[config.mk]
export PLATFORM = sky130hd
export DESIGN_NAME = mult_arbiter
export DESIGN_NICKNAME = d
export VERILOG_FILES = /design/src/rtl/mult_arbiter_pkg.sv /design/src/rtl/mult_arbiter_mult.sv /design/src/rtl/mult_arbiter.sv
export SDC_FILE = /design/constraint.sdc
export NUM_CORES = 1
export LEC_CHECK = 0
export CAP_MARGIN = 20
export CORE_MARGIN = 3
export CORE_UTILIZATION = 50
export DETAILED_ROUTE_END_ITERATION = 7
export HOLD_SLACK_MARGIN = 0.15
export PLACE_DENSITY = 0.84
export SETUP_SLACK_MARGIN = 0.1
export SLEW_MARGIN = 0
export SYNTH_ARGS = -nofsm -noshare
export SYNTH_HDL_FRONTEND = slang
export SYNTH_SLANG_ARGS = --single-unit
[constraint.sdc]
create_clock -name clk -period 8.58 [get_ports clk]
set_clock_uncertainty 0.1 [all_clocks]
set_input_delay 2.574 -clock clk [delete_from_list [all_inputs] [get_ports clk]]
set_output_delay 2.574 -clock clk [all_outputs]
set_load 0.01 [all_outputs]
[src/rtl/mult_arbiter_pkg.sv]
// Shared widths and helpers for the multiplier arbiter.
package mult_arbiter_pkg;

    // Operand and product widths of the shared multiplier.
    localparam int OPW = 4;
    localparam int PW  = 8;

    // Ceiling log2, used to size requester ids.
    function automatic int clog2(input int value);
        int r;
        r = 0;
        while ((1 << r) < value) begin
            r = r + 1;
        end
        return r;
    endfunction

endpackage

[src/rtl/mult_arbiter_mult.sv]
// Existing 4x4 unsigned combinational multiplier shared by all requesters.
module mult
    import mult_arbiter_pkg::*;
(
    input  logic [OPW-1:0] a,
    input  logic [OPW-1:0] b,
    output logic [PW-1:0]  p
);

    // Zero-extend both operands so the product is computed at full width.
    assign p = PW'(a) * PW'(b);

endmodule

[src/rtl/mult_arbiter.sv]
// Round-robin arbiter sharing one multiplier between NREQ requesters through
// a two-stage (operand / result) pipeline with full backpressure.
module mult_arbiter
    import mult_arbiter_pkg::*;
#(
    parameter int NREQ = 4,
    parameter int IDW  = clog2(NREQ),
    parameter int CNTW = 16
) (
    input  logic                  clk,
    input  logic                  rst_n,
    input  logic [NREQ-1:0]       req_valid,
    input  logic [OPW*NREQ-1:0]   req_a,
    input  logic [OPW*NREQ-1:0]   req_b,
    output logic [NREQ-1:0]       req_ready,
    output logic                  rsp_valid,
    output logic [PW-1:0]         rsp_p,
    output logic [IDW-1:0]        rsp_id,
    input  logic                  rsp_ready,
    output logic                  busy,
    output logic [CNTW-1:0]       done_cnt
);

    // Pipeline and arbitration state.
    logic            s1_valid_q, s1_valid_d;
    logic [OPW-1:0]  s1_a_q, s1_a_d;
    logic [OPW-1:0]  s1_b_q, s1_b_d;
    logic [IDW-1:0]  s1_id_q, s1_id_d;
    logic            rsp_valid_q, rsp_valid_d;
    logic [PW-1:0]   rsp_p_q, rsp_p_d;
    logic [IDW-1:0]  rsp_id_q, rsp_id_d;
    logic [CNTW-1:0] done_cnt_q, done_cnt_d;
    logic [IDW-1:0]  ptr_q, ptr_d;

    // Combinational helpers.
    logic            s2_en_s;
    logic            s1_en_s;
    logic            found_s;
    logic            grant_any_s;
    logic [IDW-1:0]  grant_idx_s;
    logic [IDW:0]    cand_sum_s;
    logic [IDW-1:0]  cand_s;
    logic [IDW:0]    ptr_sum_s;
    logic [NREQ-1:0] grant_s;
    logic [PW-1:0]   mult_p_s;

    // A stage may advance when the stage downstream of it is free or draining.
    assign s2_en_s = !rsp_valid_q || rsp_ready;
    assign s1_en_s = !s1_valid_q || s2_en_s;

    // Round-robin search starting at ptr; the first valid requester wins.
    always_comb begin
        found_s     = 1'b0;
        grant_idx_s = '0;
        cand_sum_s  = '0;
        cand_s      = '0;
        for (int k = 0; k < NREQ; k++) begin
            cand_sum_s = {1'b0, ptr_q} + (IDW+1)'(k);
            if (cand_sum_s >= (IDW+1)'(NREQ)) begin
                cand_sum_s = cand_sum_s - (IDW+1)'(NREQ);
            end else begin
                cand_sum_s = cand_sum_s;
            end
            cand_s = cand_sum_s[IDW-1:0];
            if (!found_s && req_valid[cand_s]) begin
                found_s     = 1'b1;
                grant_idx_s = cand_s;
            end else begin
                found_s     = found_s;
            end
        end
    end

    // Grant is only issued when stage 1 can accept an operand pair.
    assign grant_any_s = s1_en_s && found_s;
    assign grant_s     = grant_any_s ? ({{(NREQ-1){1'b0}}, 1'b1} << grant_idx_s) : {NREQ{1'b0}};
    assign req_ready   = grant_s;

    // Pointer moves just past the winner so it has lowest priority next time.
    always_comb begin
        ptr_sum_s = {1'b0, grant_idx_s} + {{IDW{1'b0}}, 1'b1};
        ptr_d     = ptr_q;
        if (grant_any_s) begin
            if (ptr_sum_s == (IDW+1)'(NREQ)) begin
                ptr_d = '0;
            end else begin
                ptr_d = ptr_sum_s[IDW-1:0];
            end
        end else begin
            ptr_d = ptr_q;
        end
    end

    // Stage 1 next state: capture the granted operands or empty out.
    always_comb begin
        s1_valid_d = s1_valid_q;
        s1_a_d     = s1_a_q;
        s1_b_d     = s1_b_q;
        s1_id_d    = s1_id_q;
        if (s1_en_s) begin
            s1_valid_d = grant_any_s;
            if (grant_any_s) begin
                s1_a_d  = req_a[grant_idx_s*OPW +: OPW];
                s1_b_d  = req_b[grant_idx_s*OPW +: OPW];
                s1_id_d = grant_idx_s;
            end else begin
                s1_id_d = s1_id_q;
            end
        end else begin
            s1_valid_d = s1_valid_q;
        end
    end

    mult u_mult (
        .a (s1_a_q),
        .b (s1_b_q),
        .p (mult_p_s)
    );

    // Stage 2 next state: product and id are only replaced by a real operation.
    always_comb begin
        rsp_valid_d = rsp_valid_q;
        rsp_p_d     = rsp_p_q;
        rsp_id_d    = rsp_id_q;
        if (s2_en_s) begin
            rsp_valid_d = s1_valid_q;
            if (s1_valid_q) begin
                rsp_p_d  = mult_p_s;
                rsp_id_d = s1_id_q;
            end else begin
                rsp_p_d  = rsp_p_q;
            end
        end else begin
            rsp_valid_d = rsp_valid_q;
        end
    end

    // Completed-response counter, wraps naturally at its width.
    always_comb begin
        if (rsp_valid_q && rsp_ready) begin
            done_cnt_d = done_cnt_q + {{(CNTW-1){1'b0}}, 1'b1};
        end else begin
            done_cnt_d = done_cnt_q;
        end
    end

    // State registers; reset discards every in-flight operation.
    always_ff @(posedge clk or negedge rst_n) begin
        if (!rst_n) begin
            s1_valid_q  <= 1'b0;
            s1_a_q      <= '0;
            s1_b_q      <= '0;
            s1_id_q     <= '0;
            rsp_valid_q <= 1'b0;
            rsp_p_q     <= '0;
            rsp_id_q    <= '0;
            done_cnt_q  <= '0;
            ptr_q       <= '0;
        end else begin
            s1_valid_q  <= s1_valid_d;
            s1_a_q      <= s1_a_d;
            s1_b_q      <= s1_b_d;
            s1_id_q     <= s1_id_d;
            rsp_valid_q <= rsp_valid_d;
            rsp_p_q     <= rsp_p_d;
            rsp_id_q    <= rsp_id_d;
            done_cnt_q  <= done_cnt_d;
            ptr_q       <= ptr_d;
        end
    end

    assign rsp_valid = rsp_valid_q;
    assign rsp_p     = rsp_p_q;
    assign rsp_id    = rsp_id_q;
    assign done_cnt  = done_cnt_q;
    assign busy      = s1_valid_q || rsp_valid_q;

endmodule
-- After elaboration in Yosys (flattened, before gate mapping)
Index checks and enable logic that the tools add are counted.
- register bits after elaboration: 40
- input bits: 39
- output and inout bits: 32
- word-level logic and storage cells: 68
- add/subtract/negate cells: 9
- multiply operators: 1
- order comparisons: 8
- eq/ne operators: 1
- shift operators: 3
- multiplexer cells: 22
- reduce and logical (&&, ||, !) cells: 15
- operator list (cell ; number):
    $shiftx 16x5->4 ; 2
    $mux 2 ; 9
    $add 16x1->16 const B ; 1
    $lt 2x3->1 const B ; 4
    $ge 3x3->1 const B ; 3
    $bmux 1 s2 ; 4
    $mul 4x4->8 ; 1
    $mux 1 ; 8
    $sub 2x1->2 const B ; 4
    $add 2x1->3 const B ; 2
    $add 2x2->3 const B ; 2
    $logic_and 1x1->1 ; 5
    $logic_not 1->1 ; 5
    $mux 4 ; 1
    $reduce_and 2->1 ; 2
    $shl 1x2->4 const A ; 1
    $eq 3x3->1 const B ; 1
    $ge 2x3->1 const B ; 1
    $logic_or 1x1->1 ; 3

-- Logic depth before layout (Yosys ltp)
- word-level depth: 17
- depth in mapped cells: 11
- mapped depth without buffers: 11

-- Modules after synthesis
A second synthesis with hierarchy kept.
- cell total of the unflattened synthesis: 237
- area total of the unflattened synthesis: 2459.9 µm²
- modules (own cells, without submodules) (module ; times used ; cells an instance ; area each (µm²) ; seq. area each (µm²)):
    mult_arbiter ; 1 ; 186 ; 2011.9 ; 1001.0
    mult ; 1 ; 51 ; 447.9 ; 0.0

-- Worst setup path after synthesis
No wires, ideal clock.
- kind: input to output
- start: in req_valid[0]
- end: out req_ready[0]
- data arrival time: 3681 ps
- data required time: 5906 ps
- slack: 2225 ps
- cell stages on the path: 8
- buffers on the path: 2
- cell sequence: and2b_1 nor3_2 o22a_2 buf_12 buf_12 inv_1 ha_1 and2_1
- longest elaborated chain between the ends: 14
- elaborated cells on any way between the ends: 25
- classes of those cells: shift (1); mux (17); reduce/logical (7)
- RTL lines (what ; RTL line ; RTL):
    start: declaration ; mult_arbiter.sv:12 ; input logic [NREQ-1:0] req_valid,
    $bmux 1 s2 ; mult_arbiter.sv:65 ; if (!found_s && req_valid[cand_s]) begin
    $mux 1 (implied by the code) ; mult_arbiter.sv:65 ;
    $mux 1 ; mult_arbiter.sv:65 ;
    $logic_not 1->1 ; mult_arbiter.sv:65 ;
    $logic_and 1x1->1 ; mult_arbiter.sv:65 ;
    $mux 1 ; mult_arbiter.sv:65 ;
    $logic_not 1->1 ; mult_arbiter.sv:65 ;
    $logic_and 1x1->1 ; mult_arbiter.sv:65 ;
    $mux 1 ; mult_arbiter.sv:65 ;
    $logic_not 1->1 ; mult_arbiter.sv:65 ;
    $logic_and 1x1->1 ; mult_arbiter.sv:65 ;
    $mux 2 * ; mult_arbiter.sv:65 ;
    net grant_idx_s[0] ; mult_arbiter.sv:40 ; logic [IDW-1:0] grant_idx_s;
    $shl 1x2->4 * ; mult_arbiter.sv:76 ; assign grant_s = grant_any_s ? ({{(NREQ-1){1'b0}}, 1'b1} << grant_idx_s) : {NREQ{1'b0}};
    $mux 4 * ; mult_arbiter.sv:76 ;
    end: declaration ; mult_arbiter.sv:15 ; output logic [NREQ-1:0] req_ready,
Mark *: on every way through the listed nets, which the timed path passes. The rest lies on a longest branch. The select of a mux whose other input is x is not followed.

-- Final worst setup path
- start: in req_valid[1]
- end: out req_ready[2]
- longest elaborated chain between the ends: 14
- elaborated cells on any way between the ends: 25
- classes of those cells: shift (1); mux (17); reduce/logical (7)
- RTL lines (what ; RTL line):
    $bmux 1 s2 ; mult_arbiter.sv:65
    $mux 1 (implied by the code) ; mult_arbiter.sv:65
    $mux 1 ; mult_arbiter.sv:65
    $logic_not 1->1 ; mult_arbiter.sv:65
    $logic_and 1x1->1 ; mult_arbiter.sv:65
    $mux 1 ; mult_arbiter.sv:65
    $logic_not 1->1 ; mult_arbiter.sv:65
    $logic_and 1x1->1 ; mult_arbiter.sv:65
    $mux 1 ; mult_arbiter.sv:65
    $logic_not 1->1 ; mult_arbiter.sv:65
    $logic_and 1x1->1 ; mult_arbiter.sv:65
    $mux 2 / $mux 1 (equally long branches) ; mult_arbiter.sv:65
    $shl 1x2->4 / $logic_and 1x1->1 (equally long branches) ; mult_arbiter.sv:76, mult_arbiter.sv:75
    $mux 4 * ; mult_arbiter.sv:76
Every way passes the cells marked *; elsewhere a longest branch is shown, timed or not. The select of a mux whose other input is x is not followed.

==> impl_results.md <==
* Number of synthesized register bits at 40
* Crit path launch type: input pin
* CTS root buffer: clkbuf_8
* Critical path class: in -> out
* DRT Pass-1 Iters at 4
* Avg Inst Size Synth at 10.5 sq um
* Clk sinks at 40
* Comb pwr share at 47.4%
* Top cell type's share of synthesized area at 41.7%
* Hold Crit Class: reg -> reg
* Max incr delay on CP at 540 ps
* Switching share of power at 36.4%
* CP max stage cell: clkdlybuf4s50_1
* Gate count of the mapped netlist at 228
* Cts hold-fix bufs at 0
* Total chip power at 0.787 mW
* Clock Path Buffers at 2
* Vias in the first global route at 1810
* Routed WL per cell at 13.0 microns
* Pint at 0.500 mW
* R2R Path End: rsp_p[7]
* Post-CTS Resized at 0
* Synthesis Warnings at 0
* Post-DP HPWL at 3.65 mm
* Syn_nets at 289
* Tightest Pin Transition at 863 ps
* Antenna-violating nets left at 0
* Highest Clock Rate at 0.131 GHz
* Most frequent cells in the layout: 69 x clkdlybuf4s50_1, 40 x dfrtp_1, 33 x nand2_1, 18 x ha_1, 17 x mux2i_1
* Vias/cell at 5.18
* DIE AREA at 0.00567 sq mm
* Std-Cell Rows at 24
* Worst reg2reg path depth at 10
* Worst Setup Slack, final at 949 ps
* VDD IR max at 0.176 mV
* CP Cell Sequence: clkdlybuf4s50_1 -> and2b_1 -> nor3_2 -> o22a_2 -> inv_1 -> ha_1 -> and2_1 -> clkdlybuf4s50_1
* Die height at 75.3 microns
* Most common cell on crit path: clkdlybuf4s50_1
* Tot GR Track Use at 17.7%
* Initial antenna violation count at 0
* Status: finished clean
* Largest net degree at the start of global routing at 41
* Max-Slew Margin vs Limit at 42.5%
* Final setup violation count at 0
* Setup_tns at 0 ps
* Post-synthesis sequential area ratio at 41.7%
* Post-synth top area cell: dfrtp_1
* EDFF count, synth at 0
* Worst Path Max Fanout at 21
* Area contributors post-synth: dfrtp_1 42%, ha_1 9.4%, mux2i_1 7.1%
* Total gr overflow at 0
* Total setup buffers inserted after CTS at 0
* Top-Level Pins at 71
* NumNets Final at 361
* Min Tclk post-route at 7630 ps
* Routed vias at 1825
* Pwr dens at 247 mW/mm^2
* Main flop type after synthesis: dfrtp_1
* Pins Over Slew Limit at 0
* Post-route insts no fill at 352
* Clock share of power at 14.6%
* Async S/R FF share, synth at 100%
* Hold Path Sink: rsp_p[5]
* Post-synthesis cell type count at 38
* Flop pwr share at 38.0%
* R2R setup slack at 5630 ps
* Antenna diodes at 0
* Number of buffers created by CTS at 5
* Total of max-cap violations at 0
* Min-delay src: rsp_p[5]
* Psw at 0.287 mW
* Aggregate routed wire length at 4.57 mm
* Die W at 75.3 microns
* RSZ-0062 raised after global routing: no
* Commonest non-fill, non-tap cell in the layout: clkdlybuf4s50_1
* Residual DRC at 0
* Worst reg2reg startpoint: s1_b_q[3]
* Final hold vios at 0
* Hold depth at 2
* First-pass GRT wire length at 7.80 mm
* Skew-Pair Late Insertion Delay at 280 ps
* Initial DRC count at 63
* P&R area growth vs syn at 32.7%
* Nature of the critical path endpoint: primary output
* Setup WS pre-CTS at 928 ps
* Post-Syn Area at 0.00240 sq mm
* Gpl congestion at 0.818
* CTS tree: yes
* Share of layout cells above drive strength 1 at 5.67%
* Data arrival, critical path at 4960 ps
* Placed cell count at 345
* IO buf count at 70
* Initial core utilization at 53.3%
* Clk pin slew, worst setup/hold paths at 70 ps
* CTS H-tree depth at 2
* CP Data Required Time at 5910 ps
* Leakage power at 1.45 nW
* Core box area at 0.00450 sq mm
* Final period utilization at 88.9%
==> cell type report <==
| type | count | area, sq um |
|---|---|---|
| clock buffer | 6 | 72.6 |
| clock inverter | 1 | 5.00 |
| fill | 333 | 1320 |
| inverter | 15 | 56.3 |
| multi-input combinational | 168 | 1290 |
| sequential | 40 | 1000 |
| tap | 52 | 65.1 |
| timing repair buffer | 70 | 696 |
==> synth_stat cells, types with 2 or more instances <==
master and n:
xor2_1 5, o221ai_1 8, and2b_1 2, o21ai_0 10, and3_1 2, nand2b_1 3
dfrtp_1 40, mux2i_1 17, ha_1 18, fa_1 4, and4_1 2, nand3_1 4
and2_1 12, nand4_1 4, mux2_2 5, a21oi_1 4, inv_1 15, buf_12 2
nor2_1 6, xnor2_1 13, nand2_1 33, clkbuf_1 2, nor3b_1 2
==> how the worst max path moves through the flow <==
stage | from | slack [ps] | endpoint
finish | req_valid[1] | 950 | req_ready[2]
global route | req_valid[1] | 780 | req_ready[2]
CTS | req_valid[1] | 920 | req_ready[2]
detailed placement | req_valid[1] | 930 | req_ready[2]
global placement | req_valid[1] | 1010 | req_ready[2]
floorplan | req_valid[0] | 2230 | req_ready[0]
==> power by group through the flow <==
stage	clock network, mW	logic [mW]	registers (mW)
after floorplan	0	0.242	0.305
after global placement	0	0.368	0.299
after detailed placement	0	0.378	0.302
after CTS	0.118	0.380	0.299
after global routing	0.126	0.423	0.308
final	0.115	0.373	0.299
==> cells by family (layout without fill, tap and decap cells) <==
family | count (synthesis) | count (layout) | share of synthesized area (%)
flops | 40 | 40 | 41.7
mux | 22 | 22 | 9.44
compound gates | 29 | 29 | 8.50
buf+inv | 20 | 92 | 4.54
simple gates | 77 | 77 | 16.5
xor+xnor | 18 | 18 | 6.57
fa+ha+maj | 22 | 22 | 12.7
==> per-layer routing <==
metal  vias up  wire length [microns]  global-route usage [%]
li1        930                      -                       -
met1       836                   2190                    23.1
met2        52                   2120                    28.8
met3         7                    204                    5.07
met4         0                     59                    5.05
met5         -                      0                       0
==> metrics by stage <==
| step | hold WS (ps) | util (%) | area [sq um] |
|---|---|---|---|
| floorplan | 346 | - | 2400 |
| global placement | 358 | 69.0 | 3110 |
| CTS | 386 | 70.7 | 3190 |
| detailed placement | 369 | 69.0 | 3110 |
| finish | 376 | 70.7 | 3190 |
| global route | 410 | 70.7 | 3190 |
==> critical path: cells and delay by family <==
family	cells	cell delay [ps]
AO/OA/AOI/OAI	1	520
AND/OR/NAND/NOR	3	440
buffers and inverters	3	1180
adder cells (fa/ha/maj)	1	240
==> sequential cells by signal, summed over array words and instances (netlist names) <==
| signal | cells |
|---|---|
| rsp_valid | 1 |
| s1_a_q | 4 |
| s1_valid_q | 1 |
| rsp_id | 2 |
| s1_id_q | 2 |
| done_cnt | 16 |
| s1_b_q | 4 |
| rsp_p | 8 |
| ptr_q | 2 |
No activity file was read; power rests on OpenSTA's default activity.
